**src/rtl/alu_dispatch.sv**
```systemverilog
// alu_dispatch: latches one-hot issue grants, launches ops on ALU0/ALU1 and tracks
// per-ALU occupancy with a saturating down-counter. Define ALU_EARLY_IDLE_EN to accept in DONE.
module alu_dispatch #(
    parameter int IQ_ENTRIES = 8,
    parameter int QIDW       = 3,
    parameter int LAT_W      = 4,
    parameter int NUM_ALU    = 2
) (
    input  logic                        clk,
    input  logic                        rst,
    input  logic                        ce,
    input  logic                        flush,
    input  logic [IQ_ENTRIES-1:0]       issue0,
    input  logic [IQ_ENTRIES-1:0]       issue1,
    input  logic [IQ_ENTRIES*LAT_W-1:0] iq_lat,
    output logic                        alu0_idle,
    output logic                        alu1_idle,
    output logic                        alu0_ld,
    output logic                        alu1_ld,
    output logic [QIDW-1:0]             alu0_qid,
    output logic [QIDW-1:0]             alu1_qid,
    output logic                        alu0_done,
    output logic                        alu1_done,
    output logic [IQ_ENTRIES-1:0]       iq_out,
    output logic                        issue_err
);

    localparam logic [1:0] ST_IDLE = 2'd0;
    localparam logic [1:0] ST_BUSY = 2'd1;
    localparam logic [1:0] ST_DONE = 2'd2;

    localparam logic ALU1_EN = (NUM_ALU > 1);

    function automatic logic [IQ_ENTRIES-1:0] lowest_bit(input logic [IQ_ENTRIES-1:0] g);
        return g & (~g + IQ_ENTRIES'(1));
    endfunction

    function automatic logic multi_hot(input logic [IQ_ENTRIES-1:0] g);
        return |(g & (g - IQ_ENTRIES'(1)));
    endfunction

    function automatic logic [QIDW-1:0] encode(input logic [IQ_ENTRIES-1:0] onehot);
        logic [QIDW-1:0] id;
        id = '0;
        for (int unsigned i = 0; i < IQ_ENTRIES; i++) begin
            if (onehot[i]) id = id | QIDW'(i);
        end
        return id;
    endfunction

    function automatic logic [LAT_W-1:0] load_count(input logic [IQ_ENTRIES*LAT_W-1:0] lat,
                                                    input logic [QIDW-1:0] id);
        logic [LAT_W-1:0] l;
        l = lat[int'(id)*LAT_W +: LAT_W];
        return (l == '0) ? LAT_W'(1) : l;
    endfunction

    logic [1:0]            st_q   [2];
    logic [1:0]            st_d   [2];
    logic [LAT_W-1:0]      cnt_q  [2];
    logic [LAT_W-1:0]      cnt_d  [2];
    logic [QIDW-1:0]       qid_q  [2];
    logic [QIDW-1:0]       qid_d  [2];
    logic [IQ_ENTRIES-1:0] acc    [2];
    logic [1:0]            ld_q;
    logic [1:0]            ld_d;
    logic [1:0]            idle;
    logic [IQ_ENTRIES-1:0] iq_out_q;
    logic [IQ_ENTRIES-1:0] iq_out_d;
    logic [IQ_ENTRIES-1:0] grant1;
    logic                  err_q;
    logic                  err_d;
    logic                  step;

    assign step   = ce & ~flush;
    assign grant1 = ALU1_EN ? issue1 : '0;

    always_comb begin
        for (int unsigned a = 0; a < 2; a++) begin
`ifdef ALU_EARLY_IDLE_EN
            idle[a] = (st_q[a] == ST_IDLE) || (st_q[a] == ST_DONE);
`else
            idle[a] = (st_q[a] == ST_IDLE);
`endif
        end
        idle[1] = idle[1] & ALU1_EN;
    end

    // ALU1 never sees an entry also granted to ALU0; the overlap only raises the error.
    always_comb begin
        acc[0] = idle[0] ? lowest_bit(issue0) : '0;
        acc[1] = idle[1] ? lowest_bit(grant1 & ~issue0) : '0;
        err_d  = err_q
               | multi_hot(issue0)
               | multi_hot(grant1)
               | (|(issue0 & grant1))
               | ((|issue0) & ~idle[0])
               | ((|grant1) & ~idle[1]);
    end

    always_comb begin
        ld_d     = '0;
        iq_out_d = acc[0] | acc[1];
        for (int unsigned a = 0; a < 2; a++) begin
            st_d[a]  = st_q[a];
            cnt_d[a] = cnt_q[a];
            qid_d[a] = qid_q[a];
            case (st_q[a])
                ST_BUSY: begin
                    cnt_d[a] = (cnt_q[a] == '0) ? '0 : cnt_q[a] - LAT_W'(1);
                    if (cnt_q[a] <= LAT_W'(1)) st_d[a] = ST_DONE;
                end
                ST_DONE: st_d[a] = ST_IDLE;
                default: st_d[a] = ST_IDLE;
            endcase
            if (|acc[a]) begin
                st_d[a]  = ST_BUSY;
                qid_d[a] = encode(acc[a]);
                cnt_d[a] = load_count(iq_lat, qid_d[a]);
                ld_d[a]  = 1'b1;
            end
        end
    end

    always_ff @(posedge clk) begin
        if (rst) begin
            for (int unsigned a = 0; a < 2; a++) begin
                st_q[a]  <= ST_IDLE;
                cnt_q[a] <= '0;
                qid_q[a] <= '0;
            end
            ld_q     <= '0;
            iq_out_q <= '0;
            err_q    <= 1'b0;
        end else if (ce) begin
            if (flush) begin
                for (int unsigned a = 0; a < 2; a++) begin
                    st_q[a]  <= ST_IDLE;
                    cnt_q[a] <= '0;
                end
                ld_q     <= '0;
                iq_out_q <= '0;
            end else begin
                for (int unsigned a = 0; a < 2; a++) begin
                    st_q[a]  <= st_d[a];
                    cnt_q[a] <= cnt_d[a];
                    qid_q[a] <= qid_d[a];
                end
                ld_q     <= ld_d;
                iq_out_q <= iq_out_d;
                err_q    <= err_d;
            end
        end
    end

    // Strobes are suppressed in stalled and flushing cycles; the registers behind them hold.
    assign alu0_idle = idle[0];
    assign alu1_idle = idle[1];
    assign alu0_ld   = step & ld_q[0];
    assign alu1_ld   = step & ld_q[1];
    assign alu0_done = step & (st_q[0] == ST_DONE);
    assign alu1_done = step & (st_q[1] == ST_DONE);
    assign alu0_qid  = qid_q[0];
    assign alu1_qid  = qid_q[1];
    assign iq_out    = step ? iq_out_q : '0;
    assign issue_err = err_q;

endmodule
```
**config.mk**
```make
export PLATFORM = sky130hd
export DESIGN_NAME = alu_dispatch
export DESIGN_NICKNAME = d
export VERILOG_FILES = /design/src/rtl/alu_dispatch.sv
export SDC_FILE = /design/constraint.sdc
export NUM_CORES = 1
export LEC_CHECK = 0
export BUFFER_PORTS_ARGS = -buffer_cell sky130_fd_sc_hd__buf_4
export CAP_MARGIN = 40
export CORE_MARGIN = 10
export CORE_UTILIZATION = 57
export CTS_CLUSTER_SIZE = 14
export DETAILED_ROUTE_END_ITERATION = 8
export PLACE_DENSITY = 0.84
export SYNTH_ARGS = -nofsm -noshare
export SYNTH_HDL_FRONTEND = slang
export SYNTH_SLANG_ARGS = --single-unit
```
**constraint.sdc**
```tcl
create_clock -name clk -period 6.45 [get_ports clk]
set_input_delay 0 -clock clk [delete_from_list [all_inputs] [get_ports clk]]
set_output_delay 0 -clock clk [all_outputs]
set_load 0.05 [all_outputs]
```
==> metrics.yaml, run 1 <==
final_common_cell: "buf_4"
grt_pass1_wl_um: 13400
layout_common_cells: "buf_4, nand2_1, nor2_1"
slew_headroom_pct: 42.1
grt_setup_unrepaired: "no"
ir_worst_vdd_mv: 0.0737
drt_iter0_drc: 282
fillers: 324
cp_max_fo: 16
antenna_found_initial: 0
synth-edff-count: 18
cts.repair.resized: 0
postRouteAntennaNets: 0
dp_cells: 415
required_ps: 6450
max_stage_delay_ps: 720
hpwl_um: 6730
fin_tns_setup_ps: 0
n_antenna_cell: 0
yosysUniqueCellTypes: 62
via_per_inst: 6.65
p_leak_nw: 1.27
cts_setup_buffers: 0
cts_tree: "done"
cts_made_buffers: 5
seqCellArea_um2: 761
total_power_w: 0.000540
report.final.slew_viol_count: 0
multi_input_area_um2: 1620
min_period_ps: 3070
hp-class: "in -> reg"
dr.pass1.iters: 6
start_kind: "flop"
worst_pin_slew_ps: 864
drive_gt1_share_pct: 25.9
dieArea_um2: 7410
grt_busiest_layer: "met2"
gr-usage-all-layers_pct: 22.1
synth_area_um2: 2490
clockRootBuffer: "clkbuf_8"
vias: 2821
route.detailed.wl_per_inst_um: 19.8
cts.reportedPaths.clkPinSlew_ps: 60
fin_skew_ps: 5.77
status: "complete, no violations"
stdcell_area_um2: 3110
cp.arrival_ps: 3080
synthAdderAreaFrac_pct: 0
overflow: 0
final_util_pct: 75.5
synth_ff_type: "edfxtp_1"
areaGrowthSynthToFinish_pct: 24.7
cts_num_sinks: 29
yosysSeqAreaShare_pct: 30.6
path_class: "reg -> reg"
final_cell_count_no_fill: 424
setup_violations: 0
portBuffers: 72
synth_cells: 307
crit_slowest_cell: "o31a_1"
power_density_nw_per_um2: 174
postSynth.asyncResetShare_pct: 0
ioPinCount: 73
use_met3_pct: 6.72
htreeDepth: 2
cpMostUsedCell: "a21oi_1"
r2r_setup_slack_ps: 3380
clock_latency_ps: 280
place.gp.congestion: 1.00
fp.coreArea_um2: 4120
placed_area_um2: 3010
wl_um: 8420
syn_nets: 359
nets: 425
die_x_um: 86.1
yosysWarnings: 0
synth_compound_area_share_pct: 28.2
synth_top_family_by_area: "simple AND/OR/NAND/NOR gates"
cp-end-kind: "flop"
grt_pass1_vias: 2760
clock_path_buffers: 2
yosys.area_share.xor_xnor_pct: 0
period_share_pct: 47.6
start_util_pct: 60.5
rows: 23
path_cells: "or2_1 > nor3_1 > o31a_1 > mux2_2 > o32ai_1 > a21oi_1 > a21oi_1 > nor2_1"
synthSimpleGateAreaFrac_pct: 30.4
gr-usage-met2_pct: 35.1
drc: 0
met1_usage_pct: 26.3
finalHoldViolCount: 0
die_h_um: 86.1
grt_start_max_net_pins: 23
ys_ff_latch: 29
synth_area_per_cell_um2: 8.11
ctsHoldBuffers: 1
cap_viol_max_count: 0
fmax_ghz: 0.325
synth.area.mux_share_pct: 6.48
stage by stage:
step                hold WS, ps  setup slack (ps)
floorplan                  72.4              3840
global placement            228              3620
detailed placement          228              3510
CTS                         107              3470
global route                148              3270
finish                      115              3380
logic make-up after synthesis:
| kind of cell | after synthesis |
|---|---|
| DFF | 29 |
| AOI/OAI and AO/OA | 99 |
| and+or+nand+nor | 143 |
| buffers and inverters | 22 |
| muxes | 14 |
final cells by class:
cell class                 count  share of cell area (%)
tap                           50                    2.01
clock buffer                   6                    2.34
multi-input combinational    256                    52.1
sequential                    29                    24.5
inverter                       8                   0.967
timing repair buffer          73                    17.7
clock inverter                 2                   0.322
synth_stat cells, types with 2 or more instances:
cell	number	share of area, %
a21oi_2	2	0.70
a21boi_0	2	0.60
inv_1	6	0.90
nand2b_1	11	2.8
o21ai_0	23	4.6
nand3_1	6	1.2
or2_1	2	0.50
dfxtp_1	11	8.8
a31oi_1	2	0.50
nor4_1	2	0.50
nor2b_1	7	1.8
nor2_1	30	4.5
a22oi_1	5	1.5
and2_1	12	3.0
a32o_1	3	1.2
o21a_1	2	0.60
mux2_2	4	1.8
edfxtp_1	18	22
nor3b_1	4	1.2
inv_2	2	0.30
o31ai_1	4	1.2
mux2i_1	6	2.4
nand4_1	2	0.50
buf_2	4	0.80
nor3_1	8	1.6
a211oi_1	10	3.0
a21o_1	3	0.90
o22ai_1	3	0.75
clkbuf_1	7	1.1
mux2_1	3	1.4
a32oi_1	3	1.1
nand2_1	40	6.0
o31a_1	3	1.1
or3_1	3	0.75
and3_1	6	1.5
a21oi_1	16	3.2
o32ai_1	5	1.8
buf_6	3	1.4
sequential cells by signal, indices dropped and copies added, names as in the netlist:
| register | count |
|---|---|
| qid_q | 6 |
| issue_err | 1 |
| cnt_q | 8 |
| iq_out_q | 8 |
| st_q | 4 |
| ld_q | 2 |
critical path: cells and delay by family (launching register included):
kind,cells,cell delay [ps]
AND/OR/NAND/NOR,3,690
flip-flops,1,440
multiplexers,1,420
AO/OA/AOI/OAI,4,1250
worst paths after layout:
check | startpoint | endpoint | cells past startpoint
worst max-delay path | st_q[0][1] | cnt_q[0][3] | 8
worst min-delay path | issue0[5] | iq_out_q[5] | 3
worst max register to register | st_q[0][1] | cnt_q[0][3] | 8
worst min register to register | iq_out_q[3] | iq_out_q[3] | 2
where the power goes:
part,total [W],leakage [nW],internal (W),switching (W)
Clock,0.000142,0.0450,0.0000745,0.0000680
Combinational,0.000181,0.938,0.0000710,0.000110
Sequential,0.000217,0.283,0.000208,0.00000890
Total,0.000540,1.27,0.000354,0.000186
per-layer routing:
metal  part of all wire [%]  wire length [µm]
met5                      0                 0
met4                    3.6               307
met3                     10               883
met2                     46              3830
met1                     40              3390
Power figures use the tool's default switching activity.
==> run 2: changes to the inputs <==
Settings changed: CORE_UTILIZATION 57 to 47, PLACE_DENSITY 0.84 to 0.73.
Clock period 6.45 ns to 2.75 ns, I/O delays scaled along.
==> run 2 against run 1 <==
Net effect: die area is 16% higher; worst hold slack worse by 52 ps; clock-buffer cell count stayed put; cell count is 8.0% higher; highest routed layer unchanged; critical endpoint is now cnt_q[0][5]; sequential power is 130% higher; non-clock buffer count is 14 higher.
==> metrics.yaml, run 2 (same netlist as run 1, synthesis figures left out) <==
status: "complete, no violations"
largestRegisters: "cnt_q (8), iq_out_q (8), qid_q (6)"
start_kind: "flop"
cts_tree: "done"
hold_ws_ps: 63.3  # -52.0 ps
intPower_w: 0.000849  # +140%
overflow: 0  # unchanged
final_cell_count_no_fill: 458  # +8.0%
dp_cells: 449  # +8.2%
drt_iter0_drc: 277  # -1.8%
cp-end-kind: "flop"
postRouteAntennaNets: 0  # unchanged
swShare_pct: 34.3  # -0.20 points
fp.coreArea_um2: 5110  # +24%
report.final.slew_viol_count: 0  # unchanged
grt_start_max_net_pins: 14  # -39%
n_antenna_cell: 0  # unchanged
die_h_um: 92.8  # +7.8%
clock_path_buffers: 2  # unchanged
ioPinCount: 73  # unchanged
fmax_ghz: 0.378  # +16%
die_x_um: 92.8  # +7.8%
cp.arrival_ps: 2760  # -320 ps
required_ps: 2870  # -3580 ps
cts_made_buffers: 5  # unchanged
worst_pin_slew_ps: 762  # -102 ps
slew_headroom_pct: 49.0  # +6.9 points
clock_latency_ps: 280  # about the same
hp-class: "in -> reg"
final_common_cell: "buf_4"
setup_violations: 0  # unchanged
portBuffers: 72  # unchanged
gr-usage-all-layers_pct: 19.0  # -3.1 points
fin_skew_ps: 4.53  # -1.24 ps
fillers: 488  # +51%
nets: 439  # +3.3%
min_period_ps: 2640  # -431 ps
seqPwrFrac_pct: 39.3  # -0.9 points
grt_setup_unrepaired: "no"
place.gp.congestion: 0.969  # -3.5%
power_density_nw_per_um2: 400  # +130%
cts_setup_buffers: 0  # unchanged
dieArea_um2: 8610  # +16%
grt_pass1_vias: 2627  # -4.8%
cts_num_sinks: 29  # unchanged
fin_tns_setup_ps: 0  # unchanged
drive_gt1_share_pct: 28.6  # +2.7 points
route.detailed.wl_per_inst_um: 18.5  # -6.8%
dr.pass1.iters: 5  # -1
antenna_found_initial: 0  # unchanged
p_leak_nw: 1.33  # +5.4%
pwr-share-clk_pct: 26.0  # -0.4 points
hpwl_um: 6820  # +1.4%
areaGrowthSynthToFinish_pct: 29.9
power_frac_comb_pct: 34.6  # +1.2 points
layout_common_cells: "buf_4, nand2_1, nor2_1"
finalHoldViolCount: 0  # unchanged
cp_max_fo: 5  # -11
via_per_inst: 6.05  # -9.0%
total_power_w: 0.00129  # +140%
path_class: "reg -> reg"
power_switching_w: 0.000443  # +140%
clockRootBuffer: "clkbuf_8"
dp_slack_ps: 187  # -3320 ps
vias: 2772  # -1.7%
wl_um: 8470  # +0.64%
postLayoutSetupSlackWorst_ps: 107  # -3270 ps
drc: 0  # unchanged
rows: 26  # +13%
ir_worst_vdd_mv: 0.172  # +130%
cts.reportedPaths.clkPinSlew_ps: 60  # about the same
cap_viol_max_count: 0  # unchanged
grt_pass1_wl_um: 13400  # -0.21%
period_share_pct: 96.1  # +48 points
htreeDepth: 2  # unchanged
start_util_pct: 48.8  # -12 points
-- run 2: cell types whose count changed in the layout (fill, tap and decap cells not counted) --
cell / change
buf_4: +14
-- run 2: timing repair --
action,4_1_cts,5_1_grt
resized for setup,0,0
setup endpoints to repair,0,0
hold buffers,1,0
hold endpoints to repair,1,0
-- run 2: final timing paths --
kind,startpoint,cells after the start,to,slack (ps)
hold / removal,issue0[7],3,iq_out_q[7],60
setup / recovery,st_q[0][2],9,cnt_q[0][5],110
hold reg to reg,iq_out_q[5],2,iq_out_q[5],440
setup reg to reg,st_q[0][2],9,cnt_q[0][5],110
-- run 2: cell type report --
class / count / area, µm² / area share (%)
multi-input cells: 256 / 1620 / 50.0
inverters: 8 / 30.0 / 0.928
repair buffers: 87 / 656 / 20.3
well taps: 70 / 87.6 / 2.71
clock buffers: 6 / 72.6 / 2.24
flip-flops and latches: 29 / 761 / 23.5
clock inverters: 2 / 10.0 / 0.309
-- run 2: metrics by stage --
| step | instance area, µm² | util [%] |
|---|---|---|
| after floorplan | 2490 | - |
| after global placement | 3140 | 61.5 |
| after detailed placement | 3140 | 61.5 |
| after CTS | 3240 | 63.4 |
| after global routing | 3240 | 63.4 |
| final | 3240 | 63.4 |
-- run 2: power by group through the flow --
stage / combinational, W / clock, W / sequential, W
finish: 0.000448 / 0.000337 / 0.000508
floorplan: 0.000244 / 0 / 0.000532
detailed placement: 0.000437 / 0 / 0.000516
global placement: 0.000435 / 0 / 0.000514
CTS: 0.000440 / 0.000335 / 0.000507
global route: 0.000482 / 0.000355 / 0.000511
-- run 2: worst max-delay path, stage by stage, from the launching register on --
cell       delay [ps]
edfxtp_1          400
or2_1             340
buf_4             190
a211o_1           310
o21ai_0           130
o211ai_1          140
a2111oi_1         510
buf_4             200
nor2_1             50
nor3_1            200
-- run 2: per-layer routing --
metal | routed length (µm) | track usage, % | vias to the layer above
met2 | 3790 | 29.3 | 149
met5 | 0 | 0 | -
met1 | 3790 | 25.2 | 1295
li1 | - | - | 1314
met4 | 148 | 6.17 | 0
met3 | 739 | 4.68 | 14
